### src/rtl/data_bus_arbiter_if.sv
// Signal bundle between the two data masters, the arbiter and the shared data-memory port.
// The arbiter connects through the slave modport; the masters and memory side use the master modport.
interface data_bus_arbiter_if #(
    parameter int DATA_WIDTH = 32,
    parameter int ADDR_WIDTH = 32
);
    logic                  i_m0_req;
    logic                  i_m1_req;
    logic [ADDR_WIDTH-1:0] i_m0_addr;
    logic [ADDR_WIDTH-1:0] i_m1_addr;
    logic [1:0]            i_m0_access;
    logic [1:0]            i_m1_access;
    logic                  i_m0_wrEnable;
    logic                  i_m1_wrEnable;
    logic [DATA_WIDTH-1:0] i_m0_wrData;
    logic [DATA_WIDTH-1:0] i_m1_wrData;
    logic                  o_m0_gnt;
    logic                  o_m1_gnt;
    logic [DATA_WIDTH-1:0] o_m0_rdData;
    logic [DATA_WIDTH-1:0] o_m1_rdData;
    logic                  o_m0_rdValid;
    logic                  o_m1_rdValid;
    logic                  o_memEnable;
    logic [ADDR_WIDTH-1:0] o_memAddr;
    logic [1:0]            o_memAccess;
    logic                  o_memWrEnable;
    logic [DATA_WIDTH-1:0] o_memWrData;
    logic [DATA_WIDTH-1:0] i_memRdData;

    // Handshake: a master raises req with addr/access/wrEnable/wrData and holds them all stable
    // until it sees gnt high in the same cycle; that cycle the transfer is accepted and the
    // master may present its next transfer (or drop req) in the following cycle. Reads return
    // as a single-cycle rdValid pulse RD_LATENCY cycles after the grant; writes return nothing.
    modport slave (
        input  i_m0_req, i_m1_req, i_m0_addr, i_m1_addr, i_m0_access, i_m1_access,
        input  i_m0_wrEnable, i_m1_wrEnable, i_m0_wrData, i_m1_wrData, i_memRdData,
        output o_m0_gnt, o_m1_gnt, o_m0_rdData, o_m1_rdData, o_m0_rdValid, o_m1_rdValid,
        output o_memEnable, o_memAddr, o_memAccess, o_memWrEnable, o_memWrData
    );

    modport master (
        output i_m0_req, i_m1_req, i_m0_addr, i_m1_addr, i_m0_access, i_m1_access,
        output i_m0_wrEnable, i_m1_wrEnable, i_m0_wrData, i_m1_wrData, i_memRdData,
        input  o_m0_gnt, o_m1_gnt, o_m0_rdData, o_m1_rdData, o_m0_rdValid, o_m1_rdValid,
        input  o_memEnable, o_memAddr, o_memAccess, o_memWrEnable, o_memWrData
    );
endinterface

### src/rtl/data_bus_arbiter.sv
// Two-master arbiter for the shared data-memory port: registered owner, bounded bursts, tagged read return.
// Optional macro DBARB_M0_PRIORITY_EN gives master 0 fixed priority instead of symmetric round-robin.
module data_bus_arbiter #(
    parameter int DATA_WIDTH = 32,
    parameter int ADDR_WIDTH = 32,
    parameter int RD_LATENCY = 1,
    parameter int MAX_BURST  = 4
) (
    input  logic              i_clock,
    input  logic              i_reset,
    data_bus_arbiter_if.slave bus,
    output logic [1:0]        o_dbgState
);
    typedef enum logic [1:0] {
        IDLE = 2'd0,
        OWN0 = 2'd1,
        OWN1 = 2'd2
    } state_t;

    localparam logic [3:0] BURST_LAST = 4'(MAX_BURST - 1);

    state_t                state;
    state_t                nextState;
    logic                  lastOwner;
    logic                  nextLastOwner;
    logic [3:0]            cnt;
    logic [3:0]            nextCnt;
    logic                  own;
    logic                  ownReq;
    logic                  otherReq;
    logic                  burstLimited;
    logic                  memEnable;
    logic                  selWrEnable;
    logic [1:0]            selAccess;
    logic [ADDR_WIDTH-1:0] selAddr;
    logic [DATA_WIDTH-1:0] selWrData;
    logic [RD_LATENCY-1:0] pipeValid;
    logic [RD_LATENCY-1:0] pipeTag;

    // own is only meaningful in OWN0/OWN1; in IDLE memEnable is low so it selects nothing.
    assign own      = (state == OWN1);
    assign ownReq   = own ? bus.i_m1_req : bus.i_m0_req;
    assign otherReq = own ? bus.i_m0_req : bus.i_m1_req;

`ifdef DBARB_M0_PRIORITY_EN
    assign burstLimited = own;
`else
    assign burstLimited = 1'b1;
`endif

    always_ff @(posedge i_clock or negedge i_reset) begin
        if (!i_reset) begin
            state     <= IDLE;
            lastOwner <= 1'b1;
            cnt       <= 4'd0;
        end else begin
            state     <= nextState;
            lastOwner <= nextLastOwner;
            cnt       <= nextCnt;
        end
    end

    always_comb begin
        nextState     = state;
        nextLastOwner = lastOwner;
        nextCnt       = cnt;
        memEnable     = 1'b0;
        case (state)
            IDLE: begin
                if (bus.i_m0_req && bus.i_m1_req) begin
`ifdef DBARB_M0_PRIORITY_EN
                    nextState = OWN0;
`else
                    nextState = lastOwner ? OWN0 : OWN1;
`endif
                end else if (bus.i_m0_req) begin
                    nextState = OWN0;
                end else if (bus.i_m1_req) begin
                    nextState = OWN1;
                end
            end
            OWN0, OWN1: begin
                memEnable = ownReq;
                // Hand over when the owner lets go, or when its burst quota expires on a grant.
                if (otherReq && (!ownReq || (burstLimited && cnt == BURST_LAST))) begin
                    nextState     = own ? OWN0 : OWN1;
                    nextLastOwner = own;
                    nextCnt       = 4'd0;
                end else if (!ownReq) begin
                    nextState     = IDLE;
                    nextLastOwner = own;
                    nextCnt       = 4'd0;
                end else if (otherReq && burstLimited) begin
                    nextCnt = cnt + 4'd1;
                end else begin
                    nextCnt = 4'd0;
                end
            end
            default: begin
                nextState = IDLE;
            end
        endcase
    end

    always_comb begin
        selWrEnable = 1'b0;
        selAccess   = 2'b00;
        selAddr     = '0;
        selWrData   = '0;
        if (state == OWN0) begin
            selWrEnable = bus.i_m0_wrEnable;
            selAccess   = bus.i_m0_access;
            selAddr     = bus.i_m0_addr;
            selWrData   = bus.i_m0_wrData;
        end else if (state == OWN1) begin
            selWrEnable = bus.i_m1_wrEnable;
            selAccess   = bus.i_m1_access;
            selAddr     = bus.i_m1_addr;
            selWrData   = bus.i_m1_wrData;
        end
    end

    assign bus.o_m0_gnt      = memEnable && !own;
    assign bus.o_m1_gnt      = memEnable && own;
    assign bus.o_memEnable   = memEnable;
    assign bus.o_memWrEnable = memEnable && selWrEnable;
    assign bus.o_memAccess   = selAccess;
    assign bus.o_memAddr     = selAddr;
    assign bus.o_memWrData   = selWrData;

    // Each accepted read travels alongside the memory latency carrying the issuing master's id.
    always_ff @(posedge i_clock or negedge i_reset) begin
        if (!i_reset) begin
            pipeValid <= '0;
            pipeTag   <= '0;
        end else begin
            pipeValid[0] <= memEnable && !selWrEnable;
            pipeTag[0]   <= own;
            for (int i = 1; i < RD_LATENCY; i++) begin
                pipeValid[i] <= pipeValid[i-1];
                pipeTag[i]   <= pipeTag[i-1];
            end
        end
    end

    assign bus.o_m0_rdValid = pipeValid[RD_LATENCY-1] && !pipeTag[RD_LATENCY-1];
    assign bus.o_m1_rdValid = pipeValid[RD_LATENCY-1] && pipeTag[RD_LATENCY-1];
    assign bus.o_m0_rdData  = bus.i_memRdData;
    assign bus.o_m1_rdData  = bus.i_memRdData;
    assign o_dbgState       = state;
endmodule

### src/flat_wrapper.sv
// flat-port wrapper written by rule: the top's interface ports become plain ports
module data_bus_arbiter_flat 
#(
    parameter int DATA_WIDTH = 32,
    parameter int ADDR_WIDTH = 32,
    parameter int RD_LATENCY = 1,
    parameter int MAX_BURST  = 4
)
  (i_clock, i_reset, o_dbgState, bus_i_m0_req, bus_i_m1_req, bus_i_m0_addr, bus_i_m1_addr, bus_i_m0_access, bus_i_m1_access, bus_i_m0_wrEnable, bus_i_m1_wrEnable, bus_i_m0_wrData, bus_i_m1_wrData, bus_i_memRdData, bus_o_m0_gnt, bus_o_m1_gnt, bus_o_m0_rdData, bus_o_m1_rdData, bus_o_m0_rdValid, bus_o_m1_rdValid, bus_o_memEnable, bus_o_memAddr, bus_o_memAccess, bus_o_memWrEnable, bus_o_memWrData);
  data_bus_arbiter_if #(.DATA_WIDTH(DATA_WIDTH), .ADDR_WIDTH(ADDR_WIDTH)) bus_i ();
  input  logic i_clock;
  input  logic i_reset;
  output logic [1:0] o_dbgState;
  input wire logic [$bits(bus_i.i_m0_req)-1:0] bus_i_m0_req;
  input wire logic [$bits(bus_i.i_m1_req)-1:0] bus_i_m1_req;
  input wire logic [$bits(bus_i.i_m0_addr)-1:0] bus_i_m0_addr;
  input wire logic [$bits(bus_i.i_m1_addr)-1:0] bus_i_m1_addr;
  input wire logic [$bits(bus_i.i_m0_access)-1:0] bus_i_m0_access;
  input wire logic [$bits(bus_i.i_m1_access)-1:0] bus_i_m1_access;
  input wire logic [$bits(bus_i.i_m0_wrEnable)-1:0] bus_i_m0_wrEnable;
  input wire logic [$bits(bus_i.i_m1_wrEnable)-1:0] bus_i_m1_wrEnable;
  input wire logic [$bits(bus_i.i_m0_wrData)-1:0] bus_i_m0_wrData;
  input wire logic [$bits(bus_i.i_m1_wrData)-1:0] bus_i_m1_wrData;
  input wire logic [$bits(bus_i.i_memRdData)-1:0] bus_i_memRdData;
  output wire logic [$bits(bus_i.o_m0_gnt)-1:0] bus_o_m0_gnt;
  output wire logic [$bits(bus_i.o_m1_gnt)-1:0] bus_o_m1_gnt;
  output wire logic [$bits(bus_i.o_m0_rdData)-1:0] bus_o_m0_rdData;
  output wire logic [$bits(bus_i.o_m1_rdData)-1:0] bus_o_m1_rdData;
  output wire logic [$bits(bus_i.o_m0_rdValid)-1:0] bus_o_m0_rdValid;
  output wire logic [$bits(bus_i.o_m1_rdValid)-1:0] bus_o_m1_rdValid;
  output wire logic [$bits(bus_i.o_memEnable)-1:0] bus_o_memEnable;
  output wire logic [$bits(bus_i.o_memAddr)-1:0] bus_o_memAddr;
  output wire logic [$bits(bus_i.o_memAccess)-1:0] bus_o_memAccess;
  output wire logic [$bits(bus_i.o_memWrEnable)-1:0] bus_o_memWrEnable;
  output wire logic [$bits(bus_i.o_memWrData)-1:0] bus_o_memWrData;
  assign bus_i.i_m0_req = bus_i_m0_req;
  assign bus_i.i_m1_req = bus_i_m1_req;
  assign bus_i.i_m0_addr = bus_i_m0_addr;
  assign bus_i.i_m1_addr = bus_i_m1_addr;
  assign bus_i.i_m0_access = bus_i_m0_access;
  assign bus_i.i_m1_access = bus_i_m1_access;
  assign bus_i.i_m0_wrEnable = bus_i_m0_wrEnable;
  assign bus_i.i_m1_wrEnable = bus_i_m1_wrEnable;
  assign bus_i.i_m0_wrData = bus_i_m0_wrData;
  assign bus_i.i_m1_wrData = bus_i_m1_wrData;
  assign bus_i.i_memRdData = bus_i_memRdData;
  assign bus_o_m0_gnt = bus_i.o_m0_gnt;
  assign bus_o_m1_gnt = bus_i.o_m1_gnt;
  assign bus_o_m0_rdData = bus_i.o_m0_rdData;
  assign bus_o_m1_rdData = bus_i.o_m1_rdData;
  assign bus_o_m0_rdValid = bus_i.o_m0_rdValid;
  assign bus_o_m1_rdValid = bus_i.o_m1_rdValid;
  assign bus_o_memEnable = bus_i.o_memEnable;
  assign bus_o_memAddr = bus_i.o_memAddr;
  assign bus_o_memAccess = bus_i.o_memAccess;
  assign bus_o_memWrEnable = bus_i.o_memWrEnable;
  assign bus_o_memWrData = bus_i.o_memWrData;
  data_bus_arbiter #(.DATA_WIDTH(DATA_WIDTH), .ADDR_WIDTH(ADDR_WIDTH), .RD_LATENCY(RD_LATENCY), .MAX_BURST(MAX_BURST)) u_core (.i_clock(i_clock), .i_reset(i_reset), .bus(bus_i), .o_dbgState(o_dbgState));
endmodule
### config.mk
export PLATFORM = sky130hd
export DESIGN_NAME = data_bus_arbiter_flat
export DESIGN_NICKNAME = d
export VERILOG_FILES = /design/src/rtl/data_bus_arbiter_if.sv /design/src/rtl/data_bus_arbiter.sv /design/src/flat_wrapper.sv
export SDC_FILE = /design/constraint.sdc
export NUM_CORES = 1
export LEC_CHECK = 0
export CELL_PAD_IN_SITES_DETAIL_PLACEMENT = 1
export CELL_PAD_IN_SITES_GLOBAL_PLACEMENT = 2
export CORE_ASPECT_RATIO = 0.75
export CORE_UTILIZATION = 10
export CTS_CLUSTER_DIAMETER = 30
export CTS_CLUSTER_SIZE = 8
export DETAILED_ROUTE_END_ITERATION = 8
export PLACE_DENSITY = 0.87
export SETUP_SLACK_MARGIN = 0.5
export SLEW_MARGIN = 20
export SYNTH_ARGS = -nofsm -noshare
export SYNTH_HDL_FRONTEND = slang
export SYNTH_SLANG_ARGS = --single-unit
### constraint.sdc
create_clock -name i_clock -period 1.8 [get_ports i_clock]
set_input_delay 0.18 -clock i_clock [delete_from_list [all_inputs] [get_ports i_clock]]
set_output_delay 0.18 -clock i_clock [all_outputs]
set_load 0.02 [all_outputs]
==> results of run 1 <==
==> flip-flops by register name, indices dropped and copies added (netlist names) <==
signal and count:
u_core.pipeValid 1, u_core.cnt 4, u_core.lastOwner 1, u_core.o_dbgState 2, u_core.pipeTag 1
==> kinds of logic (layout without fill, tap and decap cells) <==
group / Yosys count / after routing
buffers and inverters: 93 / 296
adders and majority gates: 6 / 6
AOI/OAI and AO/OA: 86 / 86
muxes: 3 / 3
and+or+nand+nor: 139 / 139
DFF: 9 / 9
==> cell usage in the layout (no fill, tap or decap), types with 3 or more instances in the layout <==
cell type                           n
sky130_fd_sc_hd__buf_6             86
sky130_fd_sc_hd__ha_4               4
sky130_fd_sc_hd__clkdlybuf4s50_1  137
sky130_fd_sc_hd__a21oi_1            5
sky130_fd_sc_hd__o21ai_2           22
sky130_fd_sc_hd__a22o_4            10
sky130_fd_sc_hd__dfrtp_1            6
sky130_fd_sc_hd__o21ai_0            3
sky130_fd_sc_hd__nand2_2           25
sky130_fd_sc_hd__o21ai_4           35
sky130_fd_sc_hd__buf_12            16
sky130_fd_sc_hd__buf_8              5
sky130_fd_sc_hd__nand2_4           32
sky130_fd_sc_hd__buf_4             24
sky130_fd_sc_hd__clkbuf_16          7
sky130_fd_sc_hd__nor2_1             3
sky130_fd_sc_hd__nand2b_1           3
sky130_fd_sc_hd__buf_2              6
sky130_fd_sc_hd__nand2_1           56
sky130_fd_sc_hd__buf_16             7
==> how the worst min path moves through the flow <==
stage / startpoint / end / slack, ns / cells past startpoint
2_1_floorplan: i_reset / u_core.cnt[0]$_DFFE_PN0N_ / -0.12 / 0
6_report: i_reset / u_core.cnt[0]$_DFFE_PN0N_ / 0.26 / 1
3_5_place_dp: bus_i_memRdData[15] / bus_o_m0_rdData[15] / 0.36 / 0
4_1_cts: i_reset / u_core.cnt[0]$_DFFE_PN0N_ / 0.29 / 1
5_1_grt: i_reset / u_core.cnt[0]$_DFFE_PN0N_ / 0.30 / 1
3_3_place_gp: bus_i_memRdData[15] / bus_o_m0_rdData[15] / 0.36 / 0
==> report_power, final <==
group	internal [mW]	switching, mW
Combinational	4.80	4.30
Clock	0.295	0.118
Sequential	0.278	0.0648
==> stage by stage <==
stage	total power [mW]	area [um^2]	std cells	hold slack (ns)
2_1_floorplan	4.49	2780	336	-0.116
3_3_place_gp	6.91	4890	749	0.360
3_5_place_dp	6.99	4890	749	0.360
4_1_cts	8.56	5450	775	0.288
5_1_grt	10.4	6100	792	0.297
6_report	9.85	6100	792	0.256
==> routing by layer <==
metal	global-route usage	up-vias	part of all wire
met5	0	-	0
met4	0.0143	0	0.0049
met3	0.0383	9	0.11
met2	0.187	181	0.49
met1	0.118	1432	0.40
li1	-	1456	-
==> worst max-delay path, delay by kind of cell, from the launching register on <==
kind	cells	cell delay, ns
AOI/OAI and AO/OA	1	0.15
adders and majority gates	1	0.18
buffers and inverters	3	0.35
DFF	1	0.44
muxes	2	0.64
==> final cells by class <==
type	count	area share
clock buffer	3	0.0123
clock inverter	1	0.000820
inverter	5	0.00390
multi-input combinational	234	0.360
sequential	9	0.0375
tap	253	0.0519
timing repair buffer	287	0.534
==> timing repair <==
item	4_1_cts	5_1_grt
setup endpoints to repair	82	81
cloned	7	5
pin swaps	10	30
buffers inserted	15	12
resized for setup	445	116
==> results.sh, run 1 <==
export IMPL_critical_path_peak_fanout=4
export IMPL_synth_flop_cell="sky130_fd_sc_hd__dfrtp_1"
export IMPL_yosys_warnings=0
export IMPL_pwr_cell_area_mw_per_mm2=1610
export IMPL_post_route_worst_setup_slack_ns=-0.0443
export IMPL_antenna_cells=0
export IMPL_global_route_usage_over_all_layers=0.103
export IMPL_outcome="finished, violations left"
export IMPL_vias_per_cell=3.89
export IMPL_worst_setup_path_category="flop to flop"
export IMPL_worstSetupStartpoint="u_core.o_dbgState[0]$_DFFE_PN0P_"
export IMPL_drive_above_1_share=0.560
export IMPL_route_vias_total=3078
export IMPL_synth_net_count=512
export IMPL_cap_viol_max_count=0
export IMPL_yosysSeqAreaShare=0.112
export IMPL_fraction_of_the_mapped_netlist_area_in_compound_gates=0.243
export IMPL_layout_nets=716
export IMPL_synth_seq_cells=9
export IMPL_cts_clk_slew_worst_paths_ns=0.04
export IMPL_worstReg2RegStart="u_core.o_dbgState[0]$_DFFE_PN0P_"
export IMPL_insertion_delay_of_the_later_clocked_pin_in_the_worst_skew_pair_ns=0.24
export IMPL_global_route_wire_length_before_repair_um=17400
export IMPL_critPathArrivalTime_ns=2.01
export IMPL_grt_max_degree=31
export IMPL_worst_case_clock_buffer_depth=2
export IMPL_achievable_frequency_mhz=542
export IMPL_worstRegToRegCells=7
export IMPL_syn_cell_area_mm2=0.00202
export IMPL_post_synth_and_or_nand_nor_area_fraction=0.295
export IMPL_fin_hold_viols=0
export IMPL_grt_antenna_before_repair=0
export IMPL_synth_cells=336
export IMPL_synthDistinctLibCells=38
export IMPL_fin_crit_sh=1.02
export IMPL_wl_per_cell_um=15.1
export IMPL_biggest_area_contributors_in_the_synthesized_netlist="sky130_fd_sc_hd__buf_4 (24%), sky130_fd_sc_hd__nand2_1 (21%), sky130_fd_sc_hd__o21ai_0 (14%)"
export IMPL_avgSynthCellArea_um2=6.01
export IMPL_tritoncts="built"
export IMPL_layout_area_overhead_vs_synth_pct=202
export IMPL_routed_wirelength_um=12000
export IMPL_cts_buffers_inserted=3
export IMPL_postLayoutCoreUtil=0.312
export IMPL_worst_ep_required_time_ns=1.97
export IMPL_leakagePower_nw=2.60
export IMPL_vertical_die_dimension_um=125
export IMPL_clock_tree_root_cell="sky130_fd_sc_hd__clkbuf_16"
export IMPL_synth_xor_area_share=0
export IMPL_synth_top_family_by_area="simple AND/OR/NAND/NOR gates"
export IMPL_fp_dieArea_mm2=0.0208
export IMPL_finalWeightedCongestion=0.686
export IMPL_fillers=2201
export IMPL_pre_cts_slack_ns=-0.257
export IMPL_grt_remaining_overflow=0
export IMPL_firstDrtPassIters=8
export IMPL_cts_htree_levels=1
export IMPL_placement_rows=44
export IMPL_fin_tns_setup_ns=-0.466
export IMPL_worstSetupEndpoint="u_core.lastOwner$_DFFE_PN1P_"
export IMPL_floorplan_core_area_mm2=0.0195
export IMPL_ioPinCount=308
export IMPL_drt_iter0_markers=129
export IMPL_max_stage_delay_ns=0.44
export IMPL_post_cts_hold_buffer_count=0
export IMPL_grt_setup_unrepaired="yes"
export IMPL_cts_num_sinks=9
export IMPL_report_final_slew_viol_count=0
export IMPL_critical_path_startpoint_type="flop"
export IMPL_critPathCaptureType="flop"
export IMPL_cp_slowest_cell="sky130_fd_sc_hd__dfrtp_2"
export IMPL_timing_final_setup_violations=27
export IMPL_asyncSetResetFlopFracSynth=1.00
export IMPL_post_synth_top_count_cell="sky130_fd_sc_hd__nand2_1"
export IMPL_number_of_global_route_vias_before_repair=3290
export IMPL_yosysTopAreaCell="sky130_fd_sc_hd__buf_4"
export IMPL_critical_path_most_common_cell="sky130_fd_sc_hd__mux2_4"
export IMPL_failing_checks="DRC, setup timing"
export IMPL_worst_r2r_endpoint="u_core.lastOwner$_DFFE_PN1P_"
export IMPL_drtAntennaViolNets=0
export IMPL_chipWidth_um=166
export IMPL_timing_worst_slew_pin_value_ns=0.453
export IMPL_synth_edff_count=0
export IMPL_path_cells="inv_4 > ha_4 > buf_6 > mux2_4 > buf_4 > a21boi_4 > mux2_4"
export IMPL_adder_cell_fraction_of_synth_area=0.0372
export IMPL_min_delay_path_class="input pin to async pin"
export IMPL_min_clock_period_post_route_ns=1.84
export IMPL_synth_top_cells_by_count="sky130_fd_sc_hd__nand2_1 (113), sky130_fd_sc_hd__buf_4 (64), sky130_fd_sc_hd__o21ai_0 (55)"
export IMPL_multi_input_area_mm2=0.00220
export IMPL_yosys_mux_area_fraction=0.0180
export IMPL_drc=17
export IMPL_total_of_buffers_placed_on_input_and_output_ports=211
export IMPL_max_vdd_ir_drop_uv=553
export IMPL_ff_to_ff_setup_slack_ns=-0.04
export IMPL_fin_worst_skew_ns=0.00124
export IMPL_place_hpwl_um=8250
export IMPL_synthDominantCellAreaShare=0.238
export IMPL_ff_latch_area_um2=229
export IMPL_initial_core_util=0.103
export IMPL_headroom_to_the_max_slew_limit=0.697
Note: power is estimated with default switching activity, not from simulation.
==> run 2, diff against run 1 <==
--- a/config.mk
+++ b/config.mk
@@ -9,6 +9,7 @@
 export CELL_PAD_IN_SITES_GLOBAL_PLACEMENT = 2
 export CORE_ASPECT_RATIO = 0.75
 export CORE_UTILIZATION = 10
+export CTS_BUF_LIST = sky130_fd_sc_hd__clkbuf_8 sky130_fd_sc_hd__clkbuf_16
 export CTS_CLUSTER_DIAMETER = 30
 export CTS_CLUSTER_SIZE = 8
 export DETAILED_ROUTE_END_ITERATION = 8
@@ -18,3 +19,4 @@
 export SYNTH_ARGS = -nofsm -noshare
 export SYNTH_HDL_FRONTEND = slang
 export SYNTH_SLANG_ARGS = --single-unit
+export TNS_END_PERCENT = 10
==> run 2 against run 1 <==
  * The flow still finishes with violations (DRC, setup timing)
  * Sequential share of layout area up 0.66 points
  * Global-route usage down 0.54 points
  * Power down 19%
  * Clock-buffer cell count unchanged
  * Critical endpoint is now bus_o_memEnable
  * Largest cell class unchanged
  * Highest routed layer unchanged
==> results.sh, run 2 (same netlist as run 1, synthesis figures left out) <==
export IMPL_outcome="finished, violations left"
export IMPL_failing_checks="DRC, setup timing"
export IMPL_drt_iter0_markers=97
export IMPL_place_hpwl_um=8650
export IMPL_number_of_global_route_vias_before_repair=3123
export IMPL_grt_use_met3=0.0389
export IMPL_post_route_worst_setup_slack_ns=-0.0362
export IMPL_largest_register_ff_count=4
export IMPL_antenna_cells=0
export IMPL_global_route_usage_over_all_layers=0.0981
export IMPL_fin_tns_setup_ns=-0.193
export IMPL_min_delay_path_class="input pin to async pin"
export IMPL_pwr_cell_area_mw_per_mm2=1540
export IMPL_tritoncts="built"
export IMPL_fp_dieArea_mm2=0.0208
export IMPL_layout_nets=695
export IMPL_placed_cells=762
export IMPL_drtAntennaViolNets=0
export IMPL_ioPinCount=308
export IMPL_cts_buffers_inserted=3
export IMPL_global_route_wire_length_before_repair_um=16500
export IMPL_critical_path_peak_fanout=4
export IMPL_cts_num_sinks=9
export IMPL_max_vdd_ir_drop_uv=491
export IMPL_fin_worst_skew_ns=0.00367
export IMPL_critical_path_startpoint_type="flop"
export IMPL_floorplan_core_area_mm2=0.0195
export IMPL_clock_tree_root_cell="sky130_fd_sc_hd__clkbuf_16"
export IMPL_grt_remaining_overflow=0
export IMPL_finalWeightedCongestion=0.742
export IMPL_grt_setup_unrepaired="yes"
export IMPL_worst_setup_path_category="flop to output pin"
export IMPL_placement_rows=44
export IMPL_worst_ep_required_time_ns=1.62
export IMPL_post_cts_hold_buffer_count=0
export IMPL_worstReg2RegStart="u_core.o_dbgState[0]$_DFFE_PN0P_"
export IMPL_cts_htree_levels=1
export IMPL_top_register="u_core.cnt"
export IMPL_insertion_delay_of_the_later_clocked_pin_in_the_worst_skew_pair_ns=0.24
export IMPL_drc=15
export IMPL_ff_to_ff_setup_slack_ns=-0.03
export IMPL_grt_antenna_before_repair=0
export IMPL_vias_per_cell=3.74
export IMPL_gr_usage_met2=0.170
export IMPL_worstRegToRegCells=10
export IMPL_critPathArrivalTime_ns=1.66
export IMPL_timing_final_setup_violations=14
export IMPL_route_vias_total=2884
export IMPL_critPathCaptureType="output pin"
export IMPL_timing_worst_slew_pin_value_ns=0.482
export IMPL_fin_crit_sh=1.02
export IMPL_chipWidth_um=166
export IMPL_cap_viol_max_count=0
export IMPL_fin_hold_viols=0
export IMPL_layout_area_overhead_vs_synth_pct=157
export IMPL_vertical_die_dimension_um=125
export IMPL_leakagePower_nw=2.14
export IMPL_grt_max_degree=26
export IMPL_drive_above_1_share=0.452
export IMPL_globalRoute_busiestLayer="met2"
export IMPL_final_cell_count_no_fill=771
export IMPL_report_final_slew_viol_count=0
export IMPL_total_of_buffers_placed_on_input_and_output_ports=211
export IMPL_initial_core_util=0.103
export IMPL_headroom_to_the_max_slew_limit=0.678
export IMPL_commonest_non_fill_non_tap_cell_in_the_layout="sky130_fd_sc_hd__clkdlybuf4s50_1"
export IMPL_firstDrtPassIters=6
export IMPL_total_power_mw=7.99
export IMPL_min_clock_period_post_route_ns=1.84
export IMPL_wl_per_cell_um=13.7
export IMPL_cts_clk_slew_worst_paths_ns=0.04
export IMPL_postLayoutCoreUtil=0.266
export IMPL_achievable_frequency_mhz=545
export IMPL_routed_wirelength_um=10500
export IMPL_worst_r2r_endpoint="u_core.o_dbgState[0]$_DFFE_PN0P_"
export IMPL_worst_case_clock_buffer_depth=2
export IMPL_most_frequent_cells_in_the_layout="sky130_fd_sc_hd__clkdlybuf4s50_1 (137), sky130_fd_sc_hd__nand2_1 (103), sky130_fd_sc_hd__buf_6 (75)"
export IMPL_grtUsageMet1=0.118
==> run 2: area by class of cell <==
type                       count  area (um^2)
sequential                     9          229
inverter                       5         23.8
fill                        2292        14400
clock inverter                 1         5.00
tap                          253          317
clock buffer                   3         75.1
timing repair buffer         266         2800
multi-input combinational    234         1740
==> run 2: timing repair <==
action                                  CTS  global route
endpoints found under the setup margin   82            80
cloned                                    2             0
pin swaps                                27            15
setup buffers                             1             2
resized for setup                       436            17
==> run 2: worst max path at each step <==
stage / slack [ns] / cells after the start / to / start
after floorplan: 0.18 / 7 / u_core.cnt[3]$_DFFE_PN0N_ / u_core.o_dbgState[0]$_DFFE_PN0P_
after global placement: -0.25 / 7 / bus_o_memAddr[28] / u_core.o_dbgState[0]$_DFFE_PN0P_
after detailed placement: -0.27 / 7 / bus_o_memAddr[25] / u_core.o_dbgState[0]$_DFFE_PN0P_
after CTS: -0.08 / 7 / bus_o_memWrEnable / u_core.o_dbgState[0]$_DFFE_PN0P_
after global routing: -0.1 / 10 / u_core.o_dbgState[0]$_DFFE_PN0P_ / u_core.o_dbgState[0]$_DFFE_PN0P_
final: -0.04 / 7 / bus_o_memEnable / u_core.o_dbgState[0]$_DFFE_PN0P_
==> run 2: critical path, stage by stage, from the launching register on <==
cell and delay (ns):
sky130_fd_sc_hd__dfrtp_2 0.44, sky130_fd_sc_hd__inv_4 0.08, sky130_fd_sc_hd__ha_4 0.19, sky130_fd_sc_hd__buf_12 0.11, sky130_fd_sc_hd__mux2_4 0.31, sky130_fd_sc_hd__nand2_4 0.10, sky130_fd_sc_hd__inv_4 0.04, sky130_fd_sc_hd__buf_2 0.15
==> run 2: metal layers <==
metal,vias to the layer above,part of all wire
li1,1420,-
met1,1295,0.40
met3,4,0.11
met4,0,0.0026
met5,-,0
met2,165,0.48
==> run 2: per-stage QoR <==
| step | instance area (um^2) | setup WS, ns | hold WS (ns) |
|---|---|---|---|
| 6_report | 5190 | -0.0362 | 0.272 |
| 5_1_grt | 5190 | -0.0999 | 0.301 |
| 4_1_cts | 5090 | -0.0827 | 0.288 |
| 3_5_place_dp | 4840 | -0.272 | 0.360 |
| 3_3_place_gp | 4840 | -0.252 | 0.360 |
| 2_1_floorplan | 2570 | 0.179 | -0.116 |
==> run 2: report_power, final <==
group / total [mW] / switching (mW) / leakage (nW) / internal [mW]
logic: 7.26 / 3.55 / 1.99 / 3.70
clock network: 0.404 / 0.110 / 0.0409 / 0.294
registers: 0.335 / 0.0572 / 0.114 / 0.278
